$ cat src/rtl/timer_dev.sv
// -----------------------------------------------------------------------------
// timer_dev
//
// Programmable down-counting timer. It sits behind the system bridge as device 0
// and provides a one-shot mode and an auto-reload mode, plus a maskable
// interrupt.
//
// Register map (word offset on Addr):
//   0  CTRL    [0] EN, [2:1] MODE (01 auto-reload, anything else one-shot),
//              [3] IM. Upper bits read as zero.
//   1  PRESET  Reload value, CNT_WIDTH bits wide. Read/write.
//   2  COUNT   Current count value. Read-only; writes are ignored.
//   3  STATUS  Exists only when TIMER_STATUS_EN is defined.
//              [0] irq_flag (write 1 to clear), [15:8] completed countdowns.
//              Without the macro, reads return 0 and writes are ignored.
//
// Optional feature macro: TIMER_STATUS_EN
//
// Ports:
//   clk    system clock; all state updates on the rising edge
//   reset  asynchronous, active-high; clears all state immediately
//   Addr   register word offset
//   WE     write strobe, sampled on the clock edge
//   BE     byte enables for writes; BE[i] gates WD[8i+7:8i]
//   WD     write data
//   RD     read data, combinational from Addr
//   IRQ    interrupt request = irq_flag & CTRL.IM
// -----------------------------------------------------------------------------
module timer_dev #(
    parameter int CNT_WIDTH = 32
) (
    input  logic        clk,
    input  logic        reset,
    input  logic [1:0]  Addr,
    input  logic        WE,
    input  logic [3:0]  BE,
    input  logic [31:0] WD,
    output logic [31:0] RD,
    output logic        IRQ
);

    typedef enum logic [1:0] {
        ST_IDLE = 2'd0,
        ST_LOAD = 2'd1,
        ST_CNT  = 2'd2,
        ST_INT  = 2'd3
    } state_t;

    localparam logic [1:0] ADDR_CTRL   = 2'd0;
    localparam logic [1:0] ADDR_PRESET = 2'd1;
    localparam logic [1:0] ADDR_COUNT  = 2'd2;
    localparam logic [1:0] ADDR_STATUS = 2'd3;

    localparam int CTRL_EN = 0;
    localparam int CTRL_IM = 3;

    localparam logic [CNT_WIDTH-1:0] CNT_ZERO = {CNT_WIDTH{1'b0}};
    localparam logic [CNT_WIDTH-1:0] CNT_ONE  = CNT_WIDTH'(1);

    // Merge new write data into an old 32-bit value one byte lane at a time.
    function automatic logic [31:0] byte_merge(
        input logic [31:0] old_val,
        input logic [31:0] new_val,
        input logic [3:0]  be
    );
        logic [31:0] res;
        for (int i = 0; i < 4; i++) begin
            res[8*i +: 8] = be[i] ? new_val[8*i +: 8] : old_val[8*i +: 8];
        end
        return res;
    endfunction

    state_t               state_q,    state_d;
    logic [3:0]           ctrl_q,     ctrl_d;
    logic [CNT_WIDTH-1:0] preset_q,   preset_d;
    logic [CNT_WIDTH-1:0] count_q,    count_d;
    logic                 irq_flag_q, irq_flag_d;
    logic                 irq_q,      irq_d;
`ifdef TIMER_STATUS_EN
    logic [7:0]           done_cnt_q, done_cnt_d;
    logic                 wr_status_s;
`endif

    logic        wr_ctrl_s;
    logic        wr_preset_s;
    logic        auto_reload_s;
    logic        flag_set_s;
    logic        flag_hw_clr_s;
    logic        flag_sw_clr_s;
    logic        en_hw_clr_s;
    logic [31:0] preset_ext_s;
    logic [31:0] count_ext_s;
    logic [31:0] preset_merged_s;

    assign wr_ctrl_s     = WE && (Addr == ADDR_CTRL);
    assign wr_preset_s   = WE && (Addr == ADDR_PRESET);
    assign auto_reload_s = (ctrl_q[2:1] == 2'b01);
`ifdef TIMER_STATUS_EN
    assign wr_status_s   = WE && (Addr == ADDR_STATUS);
    // Only an explicit write-one to STATUS bit 0 clears the flag.
    assign flag_sw_clr_s = wr_status_s && BE[0] && WD[0];
`else
    // Any CTRL or PRESET access acknowledges the interrupt.
    assign flag_sw_clr_s = wr_ctrl_s || wr_preset_s;
`endif

    // Zero-extend the counter-width registers onto the 32-bit bus.
    always_comb begin
        preset_ext_s                  = 32'd0;
        count_ext_s                   = 32'd0;
        preset_ext_s[CNT_WIDTH-1:0]   = preset_q;
        count_ext_s[CNT_WIDTH-1:0]    = count_q;
    end

    // Next-state logic for the countdown FSM, registers and interrupt flag.
    always_comb begin
        state_d         = state_q;
        ctrl_d          = ctrl_q;
        preset_d        = preset_q;
        count_d         = count_q;
        irq_flag_d      = irq_flag_q;
        flag_set_s      = 1'b0;
        flag_hw_clr_s   = 1'b0;
        en_hw_clr_s     = 1'b0;
        preset_merged_s = byte_merge(preset_ext_s, WD, BE);
`ifdef TIMER_STATUS_EN
        done_cnt_d      = done_cnt_q;
`endif

        case (state_q)
            ST_IDLE: begin
                if (ctrl_q[CTRL_EN]) begin
                    state_d = ST_LOAD;
                end else begin
                    state_d = ST_IDLE;
                end
            end
            ST_LOAD: begin
                count_d = preset_q;
                state_d = ST_CNT;
            end
            ST_CNT: begin
                if (!ctrl_q[CTRL_EN]) begin
                    // Disabled mid-count: COUNT holds its value.
                    state_d = ST_IDLE;
                end else if (count_q <= CNT_ONE) begin
                    // Covers PRESET=0 as well: it expires after one CNT cycle.
                    count_d    = CNT_ZERO;
                    flag_set_s = 1'b1;
                    state_d    = ST_INT;
                end else begin
                    count_d = count_q - CNT_ONE;
                    state_d = ST_CNT;
                end
            end
            ST_INT: begin
                if (auto_reload_s) begin
                    // Auto-reload produces a single-cycle flag pulse.
                    flag_hw_clr_s = 1'b1;
                    if (ctrl_q[CTRL_EN]) begin
                        state_d = ST_LOAD;
                    end else begin
                        state_d = ST_IDLE;
                    end
                end else begin
                    en_hw_clr_s = 1'b1;
                    state_d     = ST_IDLE;
                end
            end
            default: begin
                state_d = ST_IDLE;
            end
        endcase

        // A software write to the EN byte overrides the one-shot auto-disable.
        if (wr_ctrl_s && BE[0]) begin
            ctrl_d = WD[3:0];
        end else if (en_hw_clr_s) begin
            ctrl_d = {ctrl_q[3:1], 1'b0};
        end else begin
            ctrl_d = ctrl_q;
        end

        if (wr_preset_s) begin
            preset_d = preset_merged_s[CNT_WIDTH-1:0];
        end else begin
            preset_d = preset_q;
        end

        // Setting the flag takes priority so that a hardware event is never lost.
        if (flag_set_s) begin
            irq_flag_d = 1'b1;
        end else if (flag_hw_clr_s || flag_sw_clr_s) begin
            irq_flag_d = 1'b0;
        end else begin
            irq_flag_d = irq_flag_q;
        end

`ifdef TIMER_STATUS_EN
        if (flag_set_s) begin
            done_cnt_d = done_cnt_q + 8'd1;
        end else begin
            done_cnt_d = done_cnt_q;
        end
`endif

        // IRQ is registered from next-state values, so it matches flag & IM.
        irq_d = irq_flag_d & ctrl_d[CTRL_IM];
    end

    // State registers with asynchronous reset.
    always_ff @(posedge clk or posedge reset) begin
        if (reset) begin
            state_q    <= ST_IDLE;
            ctrl_q     <= 4'd0;
            preset_q   <= CNT_ZERO;
            count_q    <= CNT_ZERO;
            irq_flag_q <= 1'b0;
            irq_q      <= 1'b0;
`ifdef TIMER_STATUS_EN
            done_cnt_q <= 8'd0;
`endif
        end else begin
            state_q    <= state_d;
            ctrl_q     <= ctrl_d;
            preset_q   <= preset_d;
            count_q    <= count_d;
            irq_flag_q <= irq_flag_d;
            irq_q      <= irq_d;
`ifdef TIMER_STATUS_EN
            done_cnt_q <= done_cnt_d;
`endif
        end
    end

    // Zero-wait-state read mux.
    always_comb begin
        case (Addr)
            ADDR_CTRL:   RD = {28'd0, ctrl_q};
            ADDR_PRESET: RD = preset_ext_s;
            ADDR_COUNT:  RD = count_ext_s;
`ifdef TIMER_STATUS_EN
            ADDR_STATUS: RD = {16'd0, done_cnt_q, 7'd0, irq_flag_q};
`else
            ADDR_STATUS: RD = 32'd0;
`endif
            default:     RD = 32'd0;
        endcase
    end

    assign IRQ = irq_q;

endmodule
$ cat config.mk
export PLATFORM = sky130hd
export DESIGN_NAME = timer_dev
export DESIGN_NICKNAME = d
export VERILOG_FILES = /design/src/rtl/timer_dev.sv
export SDC_FILE = /design/constraint.sdc
export NUM_CORES = 1
export LEC_CHECK = 0
export CORE_MARGIN = 4
export CORE_UTILIZATION = 35
export CTS_CLUSTER_SIZE = 8
export DETAILED_ROUTE_END_ITERATION = 10
export GPL_TIMING_DRIVEN = 0
export MAX_ROUTING_LAYER = met4
export PLACE_DENSITY = 0.63
export SKIP_LAST_GASP = 1
export SLEW_MARGIN = 25
export SYNTH_ARGS = -nofsm -noshare
export SYNTH_HDL_FRONTEND = slang
export SYNTH_SLANG_ARGS = --single-unit
$ cat constraint.sdc
create_clock -name clk -period 4.62 [get_ports clk]
set_input_delay 0.924 -clock clk [delete_from_list [all_inputs] [get_ports clk]]
set_output_delay 0.924 -clock clk [all_outputs]
set_load 0.005 [all_outputs]
* After elaboration in Yosys (flattened, before gate mapping)
Cells that the tools add are included.
** Cells by class
- $add $sub $neg :: 1
- Multiply operators :: 0
- Divide/modulo/power cells :: 0
- Order comparisons :: 1
- Equal/unequal tests :: 8
- Shift operators :: 0
- Multiplexer cells :: 20
- Bitwise logic cells :: 1
- Reductions and logical operators :: 14
** Operators with widths (number)
- $pmux W32 S4 :: 1
- $mux W32 :: 2
- $pmux W32 S2 :: 1
- $le A32 B1 Y1 const B :: 1
- $sub A32 B1 Y32 const B :: 1
- $mux W1 :: 12
- $reduce_and A2 Y1 :: 5
- $eq A2 B2 Y1 const B :: 4
- $pmux W2 S4 :: 1
- $eq A2 B1 Y1 const B :: 3
- $logic_not A2 Y1 :: 2
- $mux W2 :: 2
- $mux W4 :: 1
- $reduce_bool A2 Y1 :: 2
- $logic_and A1 B1 Y1 :: 3
- $logic_or A1 B1 Y1 :: 2
- $ne A2 B2 Y1 const B :: 1
- $and A1 B1 Y1 :: 1
** Word-level totals
- Register bits :: 72
- Bits in latches :: 0
- Bits in writable memories :: 0
- ROM bits :: 0
- Input bits :: 41
- Output and inout bits :: 33
- Memories :: 0

* Longest topological paths before layout
- Depth in word-level cells :: 7
- Mapped depth :: 9
- Depth with buffers taken out :: 7

* Least setup slack after synthesis
No wires, ideal clock.
- Path type :: in2out
- Start point :: input Addr[1]
- End point :: output RD[10]
- Arrival :: 2.108 ns
- Slack :: 1.588 ns
- Stages on the path :: 5
- Buffers on the path :: 3
- Path through :: clkbuf_1 -> nor2b_1 -> clkbuf_1 -> buf_1 -> a22o_1
** On the way
- Cells in the longest elaborated chain, start to end :: 2
- Elaborated cells between the ends (all ways) :: 5
- Those cells by class :: eq/ne: 3; mux: 1; reduce/logical: 1
** Ends and longest elaborated chain
- start, declared :: line 34 : input logic [1:0] Addr,
- $eq A2 B2 Y1 (tied with other cells) :: line 238 : case (Addr)
- $pmux W32 S4 (*) :: line 238
- end, declared :: line 38 : output logic [31:0] RD,
Mark *: on every way between the ends. The rest lies on a longest branch, timed or not.

* Worst setup path in the final report
- Start point :: input Addr[0]
- End point :: output RD[16]
Same word-level chain as after synthesis.

==> Flow_metrics.wiki <==
{| class="wikitable"
! Metric !! Value
|-
| Status || finished clean
|-
| Antenna violations before repair || 0
|-
| Per-cell routed wire length || between 20 and 25 um
|-
| Power Total || 3.26 mW
|-
| TritonCTS clock tree || done
|-
| Hold Violations, Final || 0
|-
| Placer's final routability congestion estimate || 0.958
|-
| Num Clock Sinks || 72
|-
| Root buf cell || sky130_fd_sc_hd__clkbuf_16
|-
| Synthesized netlist net count || roughly 470
|-
| Number of nets at the end of the flow || 555
|-
| Start of the worst register-to-register path || count_ext_s[25]$_DFFE_PP0P_
|-
| Post-CTS Repair Setup Buffers || 0
|-
| Commonest cells after routing, fill and taps aside || sky130_fd_sc_hd__dfrtp_1 (72), sky130_fd_sc_hd__clkdlybuf4s50_1 (71), sky130_fd_sc_hd__mux2_2 (35)
|-
| Die Wd || 118 um
|-
| Pin count of the biggest net entering global routing || 45
|-
| Core footprint || 0.0116 mm2
|-
| Number of H-tree levels || 3
|-
| Critical path arrival || 3.58 ns
|-
| Fmax || around 220 MHz
|-
| Resized cells post-CTS || 0
|-
| Number of nets with antenna violations after detailed routing || 0
|-
| DRC violations left || 0
|-
| Max clock buf depth || 2
|-
| Critical Path Fanout Max || 10
|-
| Setup violation total in the final timing report || 0
|-
| Height of the die || 118 um
|-
| Post-synth top flop || sky130_fd_sc_hd__dfrtp_1
|-
| Leakage power summed over all cells || 2.10 nW
|-
| Number of I/O port buffers || 71
|-
| Final period utilization || 0.975
|-
| Later-pin clock latency in the skew report || approximately 0.35 ns
|-
| Number of cells produced by synthesis || around 430
|-
| Proportion of synthesized chip area in sequential cells || 0.428
|-
| Final TNS setup || 0 ns
|-
| Classification of the worst-slack hold path || reg2reg
|-
| Routed vias/inst || 6.16
|-
| Global-route wire length before repair || 24500 um
|-
| Vias after detailed routing || about 4000
|-
| Number of synthesized flops with an enable pin || 0
|-
| Async set-reset flop share out of synthesis || 1.00
|-
| Number of maximum-capacitance constraint violations || 0
|-
| Detailed-routing iteration count for the pre-antenna-repair pass || 5
|-
| Fraction of post-synthesis cell area in the top cell type by area || 0.428
|-
| Unrepaired setup endpoints after global routing || no
|-
| Total global-route track usage || 0.236
|-
| Cell type with the largest total area after synthesis || sky130_fd_sc_hd__dfrtp_1
|-
| Estimated wirelength of the detail-placed design || 11200 um
|-
| Clock period minus worst slack || between 4 and 5 ns
|-
| Full die area || 0.0139 mm2
|-
| Vias in the first global route || 4085
|-
| Top cells by area, synth || sky130_fd_sc_hd__dfrtp_1 (43%), sky130_fd_sc_hd__mux2_2 (9.4%), sky130_fd_sc_hd__a22o_1 (6.7%)
|-
| Area growth from synthesis to final layout || 29.3%
|-
| Flops & latches, synth || 72
|-
| Final setup skew || 0.00719 ns
|-
| Classification of the worst setup path || in2out
|-
| Most common cell after layout, fill and taps aside || sky130_fd_sc_hd__dfrtp_1
|-
| Number of buffers inserted for hold repair after clock tree synthesis || 0
|-
| Data required time of the critical path || approximately 3.7 ns
|-
| Post-synthesis average cell area || 9.82 um2
|-
| Number of cell rows || 39
|-
| Number of I/O pins || 74
|-
| Post-synthesis instance area || 0.00421 mm2
|-
| Transition time at the pin with the least slew margin || 1.04 ns
|-
| Total power per unit cell area || approximately 600 mW/mm2
|-
| Sum of routed wire length over all layers || 15700 um
|-
| Beginning of the worst hold path || preset_ext_s[24]$_DFFE_PP0P_
|-
| Starting utilization of the core area || 0.363
|-
| Critical path startpoint category || input port
|-
| Final antenna diode count || 0
|-
| IR Drop Worst-Case VDD || 248 uV
|-
| Distinct cell type count of the synthesized netlist || 55
|-
| Grt total ovfl || 0
|-
| Number of buffers created by CTS || 9
|-
| Tightest slew margin relative to the limit || 0.297
|-
| Ys Warns || 0
|-
| Proportion of layout cells with a drive suffix above 1 || 0.126
|-
| Crit path capture type || output port
|-
| Initial DRC Count || 311
|-
| Pins over their slew limit || 0
|-
| Launch point of the worst path || Addr[0]
|-
| Clock slew at reported path FFs || 0.06 ns
|}
[stage by stage]
step | utilization | hold slack [ns] | area (um2) | std cells | setup WS (ns)
detailed placement | 0.442 | 0.511 | 5130 | 644 | 0.170
CTS | 0.469 | 0.525 | 5450 | 660 | 0.146
global placement | 0.439 | 0.510 | 5100 | 643 | 0.162
finish | 0.469 | 0.522 | 5450 | 660 | 0.113
global route | 0.469 | 0.556 | 5450 | 660 | 0.00174
floorplan | - | 0.473 | 4210 | 429 | 1.59
[synth_stat cells, types with 5 or more instances]
cell / count
sky130_fd_sc_hd__dfrtp_1: 72
sky130_fd_sc_hd__mux2_2: 35
sky130_fd_sc_hd__a22o_1: 32
sky130_fd_sc_hd__nand2_1: 31
sky130_fd_sc_hd__clkbuf_1: 27
sky130_fd_sc_hd__nor2_1: 20
sky130_fd_sc_hd__nand3_1: 18
sky130_fd_sc_hd__nor3_1: 16
sky130_fd_sc_hd__o21ai_0: 12
sky130_fd_sc_hd__o31ai_1: 11
sky130_fd_sc_hd__inv_1: 10
sky130_fd_sc_hd__nand4_1: 10
sky130_fd_sc_hd__nor4_1: 10
sky130_fd_sc_hd__or3_1: 9
sky130_fd_sc_hd__a21oi_1: 8
sky130_fd_sc_hd__a22oi_1: 8
sky130_fd_sc_hd__o22ai_1: 7
sky130_fd_sc_hd__a32oi_1: 6
sky130_fd_sc_hd__mux2i_1: 6
sky130_fd_sc_hd__o211ai_1: 6
sky130_fd_sc_hd__nand2b_1: 5
sky130_fd_sc_hd__nor2b_1: 5
sky130_fd_sc_hd__o221ai_1: 5
[path summary, 6_finish.rpt]
path | to | slack, ns | cells after the start
setup / recovery | RD[16] | 0.11 | 6
hold / removal | count_ext_s[24]$_DFFE_PP0P_ | 0.52 | 2
setup reg to reg | count_ext_s[26]$_DFFE_PP0P_ | 1.27 | 7
hold reg to reg | count_ext_s[24]$_DFFE_PP0P_ | 0.52 | 2
max in group asynchronous | preset_ext_s[26]$_DFFE_PP0P_ | 3.12 | 3
min in group asynchronous | count_ext_s[20]$_DFFE_PP0P_ | 0.92 | 2
[state kept, by name, summed over array words and instances (netlist names)]
name          cells
IRQ               1
ctrl_q            4
irq_flag_q        1
count_ext_s      32
state_q           2
preset_ext_s     32
[cell type report]
| class | count | area [um2] |
|---|---|---|
| Clock buffer | 13 | 250 |
| Clock inverter | 3 | 65.1 |
| Buffer | 35 | 165 |
| Tap cell | 143 | 179 |
| Inverter | 12 | 47.5 |
| Fill cell | 1109 | 6160 |
| Multi-Input combinational cell | 310 | 2200 |
| Timing Repair Buffer | 72 | 738 |
| Sequential cell | 72 | 1800 |
[worst max-delay path, cell delays in order]
cell and delay (ns):
sky130_fd_sc_hd__clkdlybuf4s50_1 0.50, sky130_fd_sc_hd__nor2b_1 0.14, sky130_fd_sc_hd__clkbuf_1 0.58, sky130_fd_sc_hd__clkbuf_1 0.64
sky130_fd_sc_hd__a22o_1 0.28, sky130_fd_sc_hd__clkdlybuf4s50_1 0.51
[where the power goes]
group          internal, mW  switching [mW]
clock                 0.487           0.270
sequential            0.850           0.246
combinational         0.581           0.825
[kinds of logic (layout without fill, tap and decap cells)]
logic type                 after synthesis  after routing  synth area share
buffers and inverters                   47            135            0.0496
adders and majority gates                2              2           0.00594
DFF                                     72             72             0.428
AOI/OAI and AO/OA                      124            124             0.228
muxes                                   41             41             0.108
and+or+nand+nor                        143            143             0.181
[layer usage]
| metal | vias to the layer above | global-route usage | wire length, um |
|---|---|---|---|
| met5 | - | - | 0 |
| met4 | 0 | 0.0916 | 459 |
| met3 | 32 | 0.0351 | 943 |
| met2 | 158 | 0.364 | 7250 |
| met1 | 2029 | 0.316 | 7050 |
| li1 | 1849 | - | - |
Note: power is estimated with default switching activity, not from simulation.
